===== config.mk =====
export PLATFORM = sky130hd
export DESIGN_NAME = best_neighbor_finder
export DESIGN_NICKNAME = d
export VERILOG_FILES = /design/src/rtl/best_neighbor_finder.sv
export SDC_FILE = /design/constraint.sdc
export NUM_CORES = 1
export LEC_CHECK = 0
export CAP_MARGIN = 20
export CORE_AREA = 4 4 144 146
export DETAILED_ROUTE_END_ITERATION = 7
export DIE_AREA = 0 0 148 150
export SYNTH_ARGS = -nofsm -noshare
export SYNTH_HDL_FRONTEND = slang
export SYNTH_SLANG_ARGS = --single-unit

===== constraint.sdc =====
create_clock -name clock -period 2.9 [get_ports clock]
set_clock_uncertainty 0.15 [all_clocks]
set_input_delay 0.58 -clock clock [delete_from_list [all_inputs] [get_ports clock]]
set_output_delay 0.58 -clock clock [all_outputs]
set_load 0.01 [all_outputs]

===== src/rtl/best_neighbor_finder.sv =====
// Scans a little-endian {ID, Q} neighbour table in byte-wide memory and keeps the
// entry with the largest binary16 Q-value, for winnerPolicy's best-value inputs.
module best_neighbor_finder #(
    parameter int ADDR_WIDTH = 10,
    parameter int MEM_WIDTH  = 8,
    parameter int WORD_WIDTH = 16,
    parameter int CNT_WIDTH  = 8
) (
    input  logic                  clock,
    input  logic                  nreset,
    input  logic                  start,
    input  logic [ADDR_WIDTH-1:0] table_base,
    input  logic [CNT_WIDTH-1:0]  neighbor_count,
    output logic                  mem_rd,
    output logic [ADDR_WIDTH-1:0] mem_addr,
    input  logic [MEM_WIDTH-1:0]  mem_data,
    output logic                  busy,
    output logic                  done,
    output logic                  valid,
    output logic [WORD_WIDTH-1:0] best_value,
    output logic [WORD_WIDTH-1:0] best_neighbor_id
);

    localparam logic [WORD_WIDTH-1:0] NEG_INF = WORD_WIDTH'(16'hFC00);
    localparam logic [WORD_WIDTH-1:0] NO_ID   = '1;
    localparam int                    RD_WIDTH = CNT_WIDTH + 2;

    typedef enum logic [1:0] {
        IDLE,
        SCAN,
        FINISH
    } state_t;

    state_t state;
    state_t next_state;

    logic                  armed;
    logic                  start_accept;
    logic                  count_nz;
    logic [RD_WIDTH-1:0]   rd_left;
    logic                  cap_en;
    logic [1:0]            cap_idx;
    logic [MEM_WIDTH-1:0]  id_lo;
    logic [MEM_WIDTH-1:0]  id_hi;
    logic [MEM_WIDTH-1:0]  q_lo;
    logic [WORD_WIDTH-1:0] q_word;
    logic                  q_better;

    // Maps binary16 onto an unsigned total order: negatives reversed below positives.
    function automatic logic [WORD_WIDTH-1:0] order_key(input logic [WORD_WIDTH-1:0] x);
        return x[WORD_WIDTH-1] ? ~x : {1'b1, x[WORD_WIDTH-2:0]};
    endfunction

    // NOTE: armed is cleared by reset and set by the first clock edge after release,
    // so a start coinciding with reset deassertion is never accepted.
    assign start_accept = (state == IDLE) && start && armed;

    assign q_word   = {mem_data, q_lo};
    assign q_better = order_key(q_word) > order_key(best_value);

    always_ff @(posedge clock or negedge nreset) begin
        if (!nreset) begin
            state <= IDLE;
        end else begin
            state <= next_state;
        end
    end

    // NOTE: next_state gets its default first so no path through the case infers a latch.
    always_comb begin
        next_state = state;
        unique case (state)
            IDLE: begin
                if (start_accept) begin
                    next_state = (neighbor_count == '0) ? FINISH : SCAN;
                end
            end
            SCAN: begin
                if (rd_left == RD_WIDTH'(1)) begin
                    next_state = FINISH;
                end
            end
            FINISH:  next_state = IDLE;
            default: next_state = IDLE;
        endcase
    end

    // Read issue: one byte per cycle, 4 bytes per entry, address wraps naturally.
    always_ff @(posedge clock or negedge nreset) begin
        if (!nreset) begin
            armed    <= 1'b0;
            mem_rd   <= 1'b0;
            mem_addr <= '0;
            rd_left  <= '0;
            count_nz <= 1'b0;
        end else begin
            armed <= 1'b1;
            if (start_accept) begin
                mem_addr <= table_base;
                rd_left  <= {neighbor_count, 2'b00};
                mem_rd   <= (neighbor_count != '0);
                count_nz <= (neighbor_count != '0);
            end else if (mem_rd) begin
                mem_addr <= mem_addr + ADDR_WIDTH'(1);
                rd_left  <= rd_left - RD_WIDTH'(1);
                if (rd_left == RD_WIDTH'(1)) begin
                    mem_rd <= 1'b0;
                end
            end
        end
    end

    // Capture: data returns one cycle after each read; the Q high byte triggers the compare.
    always_ff @(posedge clock or negedge nreset) begin
        if (!nreset) begin
            cap_en           <= 1'b0;
            cap_idx          <= '0;
            id_lo            <= '0;
            id_hi            <= '0;
            q_lo             <= '0;
            best_value       <= NEG_INF;
            best_neighbor_id <= NO_ID;
        end else begin
            cap_en <= mem_rd;
            if (start_accept) begin
                cap_idx          <= '0;
                best_value       <= NEG_INF;
                best_neighbor_id <= NO_ID;
            end else if (cap_en) begin
                cap_idx <= cap_idx + 2'd1;
                unique case (cap_idx)
                    2'd0: id_lo <= mem_data;
                    2'd1: id_hi <= mem_data;
                    2'd2: q_lo  <= mem_data;
                    2'd3: begin
                        if (q_better) begin
                            best_value       <= q_word;
                            best_neighbor_id <= {id_hi, id_lo};
                        end
                    end
                    default: ;
                endcase
            end
        end
    end

    // Status: done is a level that persists in IDLE until the next accepted start.
    always_ff @(posedge clock or negedge nreset) begin
        if (!nreset) begin
            busy  <= 1'b0;
            done  <= 1'b0;
            valid <= 1'b0;
        end else begin
            if (start_accept) begin
                busy  <= 1'b1;
                done  <= 1'b0;
                valid <= 1'b0;
            end else if (state == FINISH) begin
                busy  <= 1'b0;
                done  <= 1'b1;
                valid <= count_nz;
            end
        end
    end

endmodule

==> flow_summary.yaml, run 1 <==
synth:
  syn_area_um2: 4800
  ys.flop_type: "dfrtp_1"
  yosysWarnings: 0
  synth.area.top_cells: "dfrtp_1, dfstp_2, ha_1"
  ys_seq_area_share_pct: 46.0
  yosysUniqueCellTypes: 49
  synth_top_area_share_pct: 33.9
  yosys.area.top_type: "dfrtp_1"
  synthCells: 459
  ys_ff_latch: 87
  synth_edf_count: 0
  avgSynthCellArea_um2: 10.4
  synth_nets: 511
  synthArstFlopShare_pct: 100
placement:
  portBuffers: 74
  dp_hpwl_um: 9360
  gp_congestion: 0.848
detailed_routing:
  drc: 0
  ant_nets: 0
  drt-total-wl_um: 12800
  drt_iter0_drc: 171
  vias_per_cell: 4.66
  wire_per_inst_um: 15.4
  drtPass1Iterations: 4
  num_vias: 3853
timing:
  drv_slew: 0
  worst-slew-pin-transition_ps: 648
  slew_headroom_pct: 56.8
  fin_crit_ps: 2820
  hold_slack_ps: 115
  setup-violations-final: 0
  max_freq_ghz: 0.355
  min_period_over_period_pct: 97.1
  hold_violations: 0
finish:
  final_common_cell: "clkdlybuf4s50_1"
  fin_util_pct: 33.3
  mostFrequentLayoutCells: "clkdlybuf4s50_1, dfrtp_1, nand2_1"
  syn_to_final_growth_pct: 34.9
  drive_gt1_share_pct: 21.2
  nets: 609
  fillers: 2008
  n_antenna_cell: 0
clock_tree:
  cts_root_buf: "clkbuf_16"
  cts_buffers: 9
  clk_latency_ps: 340
  clock-sinks: 87
  path_clk_slew_ps: 70
  cts_tree: "built"
  clockBufferDepth: 2
  holdBufCountCts: 0
  htree_levels: 3
pwr:
  cellPowerDensity_nw_per_um2: 1110
  peakVddDrop_mv: 0.519
  leakage_nw: 2.73
  power_mw: 7.18
setup_path:
  critPathArrivalTime_ps: 2940
  crit_fanout: 11
  rr_startpoint: "best_value[15]"
  worst-r2r-setup-slack_ps: 100
  critPathKind: "input port to flop"
  startpoint_type: "input port"
  crit_required_ps: 3020
  cp_slowest_stage_delay_ps: 470
  cp-end-kind: "flop"
  crit_start: "mem_data[5]"
  critical_path.cell_chain: "clkdlybuf4s50_1 -> xor2_1 -> ha_1 -> nand4_2 -> nor4_4 -> a21boi_4 -> buf_6 -> o311ai_0 -> o211ai_1"
  cp_slowest_cell: "clkdlybuf4s50_1"
global_route:
  grt_max_degree: 49
  grt_usage_pct: 11.8
  gr-total-overflow: 0
  grt_pass1_wl_um: 21100
  first_global_vias: 4018
  antenna_found_initial: 0
die:
  ios: 75
  start_util_pct: 24.7
  die-height_um: 150
  die_x_um: 148
  num_rows: 51
  coreArea_um2: 19400
  dieArea_um2: 22200
status:
  status: "finished, final reports clean"
run:
  drv_cap: 0
hold_path:
  hp-class: "input port to asynchronous set/reset pin"
## worst max-delay path: cells and delay by family
kind	cells	cell delay [ps]
AOI/OAI and AO/OA	3	660
and+or+nand+nor	2	530
xor gates and xnor gates	1	180
adders and majority gates	1	330
buffers and inverters	2	660
## stage by stage
| stage | cell area, um^2 | TNS (ps) | setup WS [ps] | cells |
|---|---|---|---|---|
| floorplan | 4800 | 0 | 8.30 | 459 |
| global placement | 6100 | -10520 | -463 | 809 |
| detailed placement | 6100 | -11560 | -460 | 809 |
| CTS | 6440 | -33.9 | -17.1 | 825 |
| global route | 6470 | -0.376 | -0.376 | 827 |
| finish | 6470 | 0 | 84.0 | 827 |
## sequential cells by signal, indices dropped and copies added (netlist names), 2 cells and up
signal / cells
cap_idx: 2
id_hi: 8
rd_left: 10
state: 2
id_lo: 8
best_value: 16
best_neighbor_id: 16
q_lo: 8
mem_addr: 10
## synth_stat cells (all sizes together) (2+ instances only)
cell type  instances
nor2              17
nor3               4
nand2             40
a21oi             16
nand4              7
o32ai              2
o311ai            22
buf               19
dfstp             22
a21o               2
inv               30
or4                2
xnor2             23
mux2              21
mux2i              3
ha                23
o32a               9
dfrtp             65
clkbuf            14
o21ai             25
and3               3
a211o             10
nor4               3
nand3             15
o211ai            23
xor2              25
## final cells by class
type                    count  area (um^2)  area share [%]
well taps                 265          332            5.13
repair buffers            120         1160            17.9
flip-flops and latches     87         2200            34.1
inverters                  30          113            1.74
clock buffers              10          239            3.69
clock inverters             6         76.3            1.18
multi-input cells         309         2340            36.2
## routing by layer
| metal | global-route usage [%] | vias up | wire length (um) |
|---|---|---|---|
| met5 | 0 | - | 0 |
| met4 | 2.77 | 0 | 127 |
| met3 | 3.48 | 13 | 631 |
| met2 | 20.0 | 90 | 6270 |
| met1 | 14.9 | 1889 | 5740 |
| li1 | - | 1861 | - |
## path summary, 6_finish.rpt
check                      depth (start not counted)                   to
min in group clock                                 2             id_hi[7]
max in group asynchronous                          2       best_value[15]
setup / recovery                                   9  best_neighbor_id[3]
hold reg to reg                                    2             id_hi[7]
setup reg to reg                                   9  best_neighbor_id[3]
hold / removal                                     1                 done
## power breakdown
part | internal (mW) | switching [mW]
registers | 1.89 | 0.463
clock network | 0.705 | 0.519
logic | 1.86 | 1.75
## cell families after synthesis
family	after synthesis	share of synthesized area [%]
AOI/OAI and AO/OA	117	18.0
xor gates and xnor gates	48	8.77
adders and majority gates	23	6.00
buffers and inverters	63	5.97
DFF	87	46.0
muxes	24	5.56
other	1	0.0782
and+or+nand+nor	96	9.65
## repair_timing
item	in CTS	in global routing
pin swaps	1	2
setup endpoints to repair	19	32
setup buffers	0	2
resized for setup	6	9
Power figures use the tool's default switching activity.
==> run 2, diff against run 1 <==
Settings changed: CTS_CLUSTER_SIZE set to 28, SKIP_LAST_GASP set to 1.
==> flow_summary.yaml, run 2 (synthesis results as in run 1) <==
timing:
  slew_headroom_pct: 57.0
  hold_slack_ps: 113
  hold_violations: 0
  min_period_over_period_pct: 96.0
  rsz0062_at_grt: "no"
  drv_slew: 0
  worst-slew-pin-transition_ps: 645
  setup-violations-final: 0
  max_freq_ghz: 0.359
  fin_crit_ps: 2790
placement:
  dp_hpwl_um: 9360
  gp_congestion: 0.848
  dp_cells: 809
  portBuffers: 74
detailed_routing:
  drt_iter0_drc: 190
  drtPass1Iterations: 4
  num_vias: 3878
  drt-total-wl_um: 13000
  ant_nets: 0
  wire_per_inst_um: 15.6
  vias_per_cell: 4.67
  drc: 0
finish:
  drive_gt1_share_pct: 22.8
  reg_top3: "best_neighbor_id x16, best_value x16"
  n_antenna_cell: 0
  fillers: 2000
  mostFrequentLayoutCells: "clkdlybuf4s50_1, dfrtp_1, nand2_1"
  final_common_cell: "clkdlybuf4s50_1"
  nets: 612
  syn_to_final_growth_pct: 37.6
  layout.cells.non_filler: 830
clock_tree:
  htree_levels: 3
  path_clk_slew_ps: 70
  clk_latency_ps: 350
  holdBufCountCts: 0
  cts_tree: "built"
  cts_root_buf: "clkbuf_16"
  cts_buffers: 9
  clock-sinks: 87
  clockBufferDepth: 2
pwr:
  leakage_nw: 2.76
  cellPowerDensity_nw_per_um2: 1110
  peakVddDrop_mv: 0.519
status:
  status: "finished, final reports clean"
run:
  drv_cap: 0
setup_path:
  critPathArrivalTime_ps: 2870
  startpoint_type: "input port"
  crit_required_ps: 2980
  rr_startpoint: "best_value[15]"
  r2r_cells: 11
  timing.rr.end: "best_neighbor_id[5]"
  cp-end-kind: "flop"
  critPathKind: "input port to flop"
  crit_fanout: 10
  worst-r2r-setup-slack_ps: 140
die:
  die_x_um: 148
  die-height_um: 150
  start_util_pct: 24.7
  num_rows: 51
  dieArea_um2: 22200
  coreArea_um2: 19400
  ios: 75
hold_path:
  hp-class: "input port to asynchronous set/reset pin"
global_route:
  gr-total-overflow: 0
  antenna_found_initial: 0
  grt_usage_pct: 11.8
  grt_max_degree: 49
  first_global_vias: 4022
  grt_pass1_wl_um: 21100
[run 2: changes by cell type in the layout (fill, tap and decap cells not counted), sizes merged]
cell           previous run  this run
o31a                      1         2
buf                      47        48
dlymetal6s2s              2         1
dlygate4sd2               1         0
clkbuf                   10        11
clkdlybuf4s50            70        72
[run 2: what timing repair did]
item,in CTS,in global routing
cloned,0,2
pin swaps,0,5
buffers inserted,0,3
endpoints found under the hold margin,0,0
setup endpoints to repair,19,32
gates resized for setup,5,30
[run 2: how the worst max path moves through the flow]
stage,start,end,slack (ps),depth (start not counted)
4_1_cts,mem_data[7],best_neighbor_id[1],-70,11
5_1_grt,best_value[15],best_neighbor_id[13],20,11
2_1_floorplan,best_value[15],best_value[6],8,10
3_3_place_gp,mem_data[7],best_neighbor_id[1],-460,10
6_report,mem_data[5],best_value[6],110,10
3_5_place_dp,mem_data[7],best_neighbor_id[4],-460,10
[run 2: metal layers]
metal,share of wire (%),global-route usage [%],vias to the layer above
li1,-,-,1868
met1,45,14.9,1893
met2,49,20.0,101
met3,5.1,3.48,16
met4,1.2,2.77,0
met5,0,0,-
[run 2: per-stage QoR]
step	instance area (um^2)	setup TNS, ps	setup slack (ps)	power (mW)	util (%)
final	6600	0	115	7.31	34.0
after detailed placement	6100	-11560	-460	5.91	31.5
after global routing	6600	0	15.0	7.84	34.0
after global placement	6100	-10520	-463	5.76	31.5
after CTS	6440	-435	-68.6	7.22	33.2
after floorplan	4800	0	8.30	4.42	-
[run 2: where the power goes]
part	switching (mW)	leakage [nW]	internal, mW	total (mW)
clock	0.517	0.155	0.705	1.22
combinational	1.82	1.63	1.89	3.71
sequential	0.479	0.978	1.89	2.37
[run 2: layout make-up]
type,instances,area [um^2],share of cell area (%)
clock buffer,10,239,3.62
timing repair buffer,122,1200,18.3
tap,265,332,5.02
clock inverter,6,76.3,1.16
sequential,87,2200,33.4
inverter,30,113,1.71
multi-input combinational,310,2430,36.8
[run 2: worst max-delay path, stage by stage]
cell and delay [ps]:
clkdlybuf4s50_1 470, xor2_1 180, ha_1 350, nand4_4 130
nor4_4 370, a21boi_4 260, buf_12 140, buf_6 140
o32ai_1 90, o21bai_1 160
